### config.mk
export PLATFORM = sky130hd
export DESIGN_NAME = dmem_arbiter
export DESIGN_NICKNAME = d
export VERILOG_FILES = /design/src/rtl/dmem_arbiter_pkg.sv /design/src/rtl/dmem_resp_reg.sv /design/src/rtl/dmem_arbiter.sv
export SDC_FILE = /design/constraint.sdc
export NUM_CORES = 1
export LEC_CHECK = 0
export CAP_MARGIN = 20
export CORE_AREA = 2 2 119 121
export CTS_BUF_LIST = sky130_fd_sc_hd__clkbuf_16
export CTS_CLUSTER_SIZE = 25
export DETAILED_ROUTE_END_ITERATION = 10
export DIE_AREA = 0 0 121 123
export PLACE_DENSITY = 0.69
export SYNTH_ARGS = -nofsm -noshare
export SYNTH_HDL_FRONTEND = slang
export SYNTH_SLANG_ARGS = --single-unit
### constraint.sdc
create_clock -name clk -period 2.4 [get_ports clk]
set_input_delay 0.36 -clock clk [delete_from_list [all_inputs] [get_ports clk]]
set_output_delay 0.36 -clock clk [all_outputs]
set_load 0.01 [all_outputs]
### src/rtl/dmem_arbiter_pkg.sv
// Shared types and address-check constants for the two-port data memory arbiter.
package dmem_arbiter_pkg;

  typedef enum logic [1:0] {
    IDLE  = 2'd0,
    LAST0 = 2'd1,
    LAST1 = 2'd2
  } arb_state_e;

  localparam int WORD_BYTES = 4;
  localparam int ADDR_W     = 32;
  localparam int BYTE_OFF_W = $clog2(WORD_BYTES);
  localparam int WORD_IDX_W = ADDR_W - BYTE_OFF_W;

  // Word-aligned and inside the memory
  function automatic logic addr_ok(input logic [ADDR_W-1:0] addr,
                                   input int unsigned       mem_words);
    return (addr[BYTE_OFF_W-1:0] == '0) &&
           ({{BYTE_OFF_W{1'b0}}, addr[ADDR_W-1:BYTE_OFF_W]} < ADDR_W'(mem_words));
  endfunction

  function automatic logic [ADDR_W-1:0] word_idx(input logic [ADDR_W-1:0] addr);
    return {{BYTE_OFF_W{1'b0}}, addr[ADDR_W-1:BYTE_OFF_W]};
  endfunction

endpackage

### src/rtl/dmem_resp_reg.sv
// One-cycle response register for a single arbiter port: rvalid, rdata and err.
module dmem_resp_reg
  import dmem_arbiter_pkg::*;
(
  input  logic              clk,
  input  logic              rst,
  input  logic              gnt,
  input  logic              rd_en,
  input  logic              ok,
  input  logic [ADDR_W-1:0] mem_rd,
  output logic              rvalid,
  output logic [ADDR_W-1:0] rdata,
  output logic              err
);

  logic rvalid_q;
  logic err_q;

  always_ff @(posedge clk) begin
    if (rst) begin
      rvalid_q <= 1'b0;
      err_q    <= 1'b0;
      rdata    <= '0;
    end else begin
      rvalid_q <= gnt;
      err_q    <= gnt && !ok;
      rdata    <= (gnt && rd_en) ? mem_rd : '0;
    end
  end

  // A response already in flight when reset arrives is dropped immediately
  assign rvalid = rvalid_q & ~rst;
  assign err    = err_q & ~rst;

endmodule

### src/rtl/dmem_arbiter.sv
// Two-port data memory arbiter: port 0 has priority, port 1 is forced through
// after STARVE_LIMIT consecutive denied cycles.
//
// state | meaning
// IDLE  | no grant in the previous cycle
// LAST0 | port 0 was granted in the previous cycle
// LAST1 | port 1 was granted in the previous cycle
module dmem_arbiter
  import dmem_arbiter_pkg::*;
#(
  parameter int STARVE_LIMIT = 4,
  parameter int MEM_WORDS    = 1024
) (
  input  logic              clk,
  input  logic              rst,
  input  logic              p0_req,
  input  logic              p0_we,
  input  logic [ADDR_W-1:0] p0_addr,
  input  logic [ADDR_W-1:0] p0_wdata,
  input  logic              p1_req,
  input  logic              p1_we,
  input  logic [ADDR_W-1:0] p1_addr,
  input  logic [ADDR_W-1:0] p1_wdata,
  output logic              p0_gnt,
  output logic              p1_gnt,
  output logic              p0_rvalid,
  output logic              p1_rvalid,
  output logic [ADDR_W-1:0] p0_rdata,
  output logic [ADDR_W-1:0] p1_rdata,
  output logic              p0_err,
  output logic              p1_err,
  output logic [ADDR_W-1:0] mem_A,
  output logic [ADDR_W-1:0] mem_writeData,
  output logic              mem_writeEnable,
  input  logic [ADDR_W-1:0] mem_RD,
  output arb_state_e        state
);

  localparam int              CNT_W   = $clog2(STARVE_LIMIT + 1);
  localparam logic [CNT_W-1:0] CNT_MAX = CNT_W'(STARVE_LIMIT);

  logic [CNT_W-1:0] starve_cnt;
  logic             p1_force;
  logic             p0_ok;
  logic             p1_ok;

  assign p0_ok    = addr_ok(p0_addr, MEM_WORDS);
  assign p1_ok    = addr_ok(p1_addr, MEM_WORDS);
  assign p1_force = p1_req && (starve_cnt == CNT_MAX);
  assign p0_gnt   = !rst && p0_req && !p1_force;
  assign p1_gnt   = !rst && p1_req && (!p0_req || p1_force);

  always_comb begin
    mem_A           = '0;
    mem_writeData   = '0;
    mem_writeEnable = 1'b0;
    if (p0_gnt) begin
      mem_A           = word_idx(p0_addr);
      mem_writeData   = p0_wdata;
      mem_writeEnable = p0_we && p0_ok;
    end else if (p1_gnt) begin
      mem_A           = word_idx(p1_addr);
      mem_writeData   = p1_wdata;
      mem_writeEnable = p1_we && p1_ok;
    end
  end

  always_ff @(posedge clk) begin
    if (rst) begin
      starve_cnt <= '0;
      state      <= IDLE;
    end else begin
      if (!p1_req || p1_gnt) begin
        starve_cnt <= '0;
      end else if (starve_cnt != CNT_MAX) begin
        starve_cnt <= starve_cnt + CNT_W'(1);
      end

      if (p0_gnt) begin
        state <= LAST0;
      end else if (p1_gnt) begin
        state <= LAST1;
      end else begin
        state <= IDLE;
      end
    end
  end

  dmem_resp_reg u_resp0 (
    .clk    (clk),
    .rst    (rst),
    .gnt    (p0_gnt),
    .rd_en  (!p0_we && p0_ok),
    .ok     (p0_ok),
    .mem_rd (mem_RD),
    .rvalid (p0_rvalid),
    .rdata  (p0_rdata),
    .err    (p0_err)
  );

  dmem_resp_reg u_resp1 (
    .clk    (clk),
    .rst    (rst),
    .gnt    (p1_gnt),
    .rd_en  (!p1_we && p1_ok),
    .ok     (p1_ok),
    .mem_rd (mem_RD),
    .rvalid (p1_rvalid),
    .rdata  (p1_rdata),
    .err    (p1_err)
  );

endmodule
# Word level (Yosys, flattened, before mapping)
# Index checks and enable logic that the tools add are counted.
# op_classes
n_shift	0
n_reduce_logical	31
n_eq_ne	2
n_lt_le_gt_ge	2
multipliers	0
n_mux	8
div	0
bitwise	7
addsub	1
# ops
cell	n
32-bit two-way mux	2
30-bit by 11-bit < comparator with 1-bit output, second input constant	2
30-bit two-way mux	2
1-bit logical AND	15
1-bit logical NOT	8
2-bit OR reduction	4
1-bit AND	4
2-bit logical NOT	2
3-bit by 1-bit adder with 3-bit output, second input constant	1
3-bit equality test, second input constant	1
1-bit two-way mux	3
3-bit != test, second input constant	1
1-bit NOT	3
1-bit logical OR	2
2-bit two-way mux	1
# word_totals
mem_bits_ro	0
latchBits	0
out_inout_bits	137
regBits	73
mem_count	0
mem_bits_rw	0

# Logic depth before layout (Yosys ltp)
# depth
word_depth	7
depth_mapped	7
mapped_depth_nobuf	6

# Cells and area by module
# A second synthesis with hierarchy kept.
# hier_totals
cells_unflattened	284
area_unflattened_um2	3226.8
# modules_own_cells
module	seq_area_each_um2	cells_per_inst	n_inst	area_each_um2
dmem_resp_reg	680.7	79	2	1068.5
dmem_arbiter	100.1	126	1	1089.8

# Worst setup path before layout
# Ideal clock, no wire load.
# synth_timing
path_type	register to output
start	register starve_cnt[0]
end	output port mem_A[21]
arrival_ns	1.460
path_stages_with_launch	8
n_path_buf	1
setup_slack_ns	0.580
path_cell_list	dfxtp_1 > inv_1 > ha_1 > a21bo_2 > nand2_2 > inv_2 > buf_2 > a22o_1
# synth_via
elab_chain_cells	6
# synth_lines
item	line	source
start, declared	dmem_arbiter.sv:42	logic [CNT_W-1:0] starve_cnt;
start signal, assigned	dmem_arbiter.sv:76	starve_cnt <= starve_cnt + CNT_W'(1);
3-bit equality test	dmem_arbiter.sv:49	assign p1_force = p1_req && (starve_cnt == CNT_MAX);
1-bit logical AND	dmem_arbiter.sv:49	
1-bit logical OR	dmem_arbiter.sv:51	assign p1_gnt = !rst && p1_req && (!p0_req || p1_force);
1-bit logical AND	dmem_arbiter.sv:51	
named net p1_gnt	dmem_arbiter.sv:25	output logic p1_gnt,
30-bit two-way mux	dmem_arbiter.sv:61	end else if (p1_gnt) begin
30-bit two-way mux	dmem_arbiter.sv:57	if (p0_gnt) begin
end, declared	dmem_arbiter.sv:32	output logic [ADDR_W-1:0] mem_A,
# The timed path passes the listed nets, and every way through them passes these cells.

# Worst setup path after layout
# layout_timing
start	register starve_cnt[0]
end	output port mem_A[9]
# layout_via
elab_chain_cells	6
# layout_lines
item	line
3-bit equality test *	dmem_arbiter.sv:49
1-bit logical AND *	dmem_arbiter.sv:49
1-bit logical OR	dmem_arbiter.sv:51
1-bit logical AND	dmem_arbiter.sv:51
30-bit two-way mux	dmem_arbiter.sv:61
30-bit two-way mux *	dmem_arbiter.sv:57
# Mark *: on every way between the ends. The rest lies on a longest branch, timed or not.

==> impl_metrics.ini <==
[synth]
synth_cells = 346
synthesis.area_per_instance_um2 = 10.6
yosysWarningCount = 0
yosys_register_bits = 72
ys_types = 29
synth.yosys.seq_area_share_pct = 39.4
syn-cell-area_mm2 = 0.00366

[critical_path]
critical_path.endpoint_type = output port
timing.reg2reg.setup_slack_ns = 0.72
critical-path-slowest-cell = sky130_fd_sc_hd__dfxtp_2
timing.critical_path.max_delay_family = buffers and inverters
worst_setup_path_startpoint = starve_cnt[0]
timing.critical_path.from_type = register
crit-reg2reg-capture = u_resp1.rdata[30]
worstPathCellList = inv_1, ha_2, a21bo_2, nand2_2, inv_4, buf_12, a22o_1, dlygate4sd2_1
critical_path_buf_inv_count = 4
crit-reg2reg-launch = starve_cnt[0]
crit_type = reg2out
depth_of_the_worst_register_to_register_path = 6
critPathMaxFanout = 14
timing.critical_path.slowest_cell_delay_ns = 0.34
worst-endpoint-arrival_ns = 1.98
cp_data_required_time_ns = 2.04

[sta]
skew_ns = 0.00545
timing.fmax_ghz = 0.428
maxSlewViolCount = 0
count_of_endpoints_failing_hold_in_the_final_timing_report = 0
setup_violations = 0
totalNegativeSetupSlack_ns = 0
finalCritPeriodShare_pct = 97.3
finalCriticalPeriod_ns = 2.34
max_slew_margin_pct = 61.6
worst_slack_ns = 0.0650
worst_slew_pin_slew_ns = 0.576

[final_layout]
layout.nets = 826
register_area_mm2 = 0.00144
final_standard_cell_utilization_of_the_core_pct = 53.5
layout-drive-gt1-share_pct = 19.6
area_of_combinational_cells_with_multiple_inputs_mm2 = 0.00191
syn2layout_area_growth_pct = 99.0
fill_cells = 1233

[place]
gpl.final_weighted_congestion = 0.927
io_buffer_count = 300
dp_worst_setup_slack_ns = -0.348
dpl.hpwl_um = 12200

[die]
die_area_mm2 = 0.0149
rows = 43
die_width_um = 121
die_h_um = 123
initial_core_util_pct = 26.9
top_level_ports = 303
core_area_mm2 = 0.0136

[hold_path]
hold_path.class = reg2reg
hold_start = starve_cnt[0]
cell_depth_of_the_worst_min_delay_path = 2
min_to = starve_cnt[0]

[clock_tree]
clock_insertion_delay_worst_skew_ns = 0.32
cts_hold_buffers = 0
cts_tree = done
cts_htree_levels = 3
worst_setup_hold_path_clk_slew_ns = 0.05
ctsRootBufferMaster = sky130_fd_sc_hd__clkbuf_16
cts-root-to-sink-buffers = 2
cts.sink_count = 72
cts_buffers = 9

[grt]
grt_pass1_wl_um = 22900
globalRoute.totalOverflow = 0
gr-max-usage-layer = met2
groute.layer.met1.usage_pct = 24.1
grtUsageMet3_pct = 7.70
grtUsageMet2_pct = 33.2
track_usage_pct = 20.1
antenna_found_initial = 4
vias_in_the_first_global_route = 4036
maximum_number_of_pins_on_one_net_before_global_route_repair = 35

[drt]
viasPerCell = 4.70
via_total_after_detailed_routing = 3960
detailedRoute.firstPassIterationCount = 4
wire_per_inst_um = 18.6
dr.first_iter.drc_count = 199
drc = 0
routed_wirelength_um = 15700
antenna_violating_nets_post_route = 0

[pwr]
p_leak_nw = 2.85
peakVddDrop_v = 0.000274
power_density_mw_per_mm2 = 423
total_power_mw = 3.08

[outcome]
status = completed

[run]
maxCapViolations = 0
worst reg2reg max path, stage by stage (launching register included):
cell and delay, ns:
sky130_fd_sc_hd__dfxtp_2 0.34, sky130_fd_sc_hd__inv_1 0.05, sky130_fd_sc_hd__ha_2 0.19, sky130_fd_sc_hd__a21bo_2 0.23, sky130_fd_sc_hd__nand2_2 0.08, sky130_fd_sc_hd__buf_4 0.46
sky130_fd_sc_hd__nor4_1 0.19
registers in the layout, indices dropped and copies added (netlist names):
name	flops
starve_cnt	3
state	2
u_resp0.err_q	1
u_resp0.rdata	32
u_resp1.err_q	1
u_resp1.rdata	32
u_resp1.rvalid_q	1
cells in the mapped netlist, drive strengths merged:
master | instances | area, µm²
clkbuf | 3 | 11.3
nor2 | 2 | 7.51
inv | 38 | 143
ha | 2 | 25.0
nor4 | 74 | 885
a21bo | 1 | 10.0
dfxtp | 72 | 1440
nand3 | 2 | 10.0
buf | 34 | 213
nor2b | 6 | 37.5
nand4 | 3 | 31.3
nor3b | 3 | 22.5
conb | 1 | 3.75
o32ai | 1 | 8.76
and2 | 2 | 12.5
nand2 | 3 | 13.8
a22o | 62 | 543
o2111a | 1 | 11.3
nand3b | 2 | 15.0
o21a | 2 | 15.0
nand2b | 32 | 200
layout by cell type (no fill, tap or decap), types with 3 or more instances in the layout:
cell type,instances
sky130_fd_sc_hd__clkdlybuf4s50_1,236
sky130_fd_sc_hd__dfxtp_1,71
sky130_fd_sc_hd__nor4_2,62
sky130_fd_sc_hd__a22o_1,61
sky130_fd_sc_hd__dlygate4sd2_1,40
sky130_fd_sc_hd__inv_1,37
sky130_fd_sc_hd__nand2b_1,32
sky130_fd_sc_hd__buf_4,29
sky130_fd_sc_hd__clkdlybuf4s15_1,22
sky130_fd_sc_hd__clkbuf_16,10
sky130_fd_sc_hd__nor4_1,8
sky130_fd_sc_hd__nor2b_1,5
sky130_fd_sc_hd__nor4_4,4
sky130_fd_sc_hd__buf_6,4
sky130_fd_sc_hd__nand2_2,3
sky130_fd_sc_hd__nor3b_1,3
sky130_fd_sc_hd__buf_12,3
how the worst max path moves through the flow:
stage | endpoint | slack [ns] | cells after the start
after floorplan | mem_A[21] | 0.58 | 7
after global placement | mem_writeEnable | -0.34 | 6
after detailed placement | mem_writeEnable | -0.35 | 5
after CTS | mem_A[10] | 0.002 | 8
after global routing | mem_A[1] | -0.02 | 8
final | mem_A[9] | 0.06 | 8
power by group:
group | total, mW | switching (mW) | internal [mW]
Combinational | 0.696 | 0.274 | 0.422
Sequential | 1.20 | 0.00188 | 1.20
Clock | 1.18 | 0.493 | 0.688
metal layers:
metal,share of wire (%),up-vias
li1,-,1896
met1,42,1846
met2,47,186
met3,8.6,26
met4,2.4,6
met5,0.25,-
kinds of logic (layout without fill, tap and decap cells):
logic type,after synthesis,count (layout),share of synthesized area [%]
and+or+nand+nor,129,129,33.7
buffers and inverters,75,390,10.0
DFF,72,72,39.4
AOI/OAI and AO/OA,67,67,16.1
adders and majority gates,2,2,0.684
other,1,3,0.102
layout make-up:
| type | instances | area share, % |
|---|---|---|
| Tap cell | 180 | 3.09 |
| Antenna cell | 1 | 0.0344 |
| Clock buffer | 9 | 3.09 |
| Inverter | 38 | 1.99 |
| Multi-Input combinational cell | 200 | 26.2 |
| Timing Repair Buffer | 337 | 45.3 |
| Sequential cell | 72 | 19.8 |
| Clock inverter | 6 | 0.498 |
what timing repair did:
item	4_1_cts	5_1_grt
pin swaps	0	3
buffers inserted	0	1
endpoints found under the setup margin	63	64
gates resized for setup	73	30
cloned	0	1
stage by stage:
step	hold slack, ns	cells	cell area [µm²]
floorplan	0.426	347	3660
global placement	0.434	825	6970
detailed placement	0.470	825	6970
CTS	0.433	840	7190
global route	0.543	842	7280
finish	0.520	843	7280
Power figures use the tool's default switching activity.
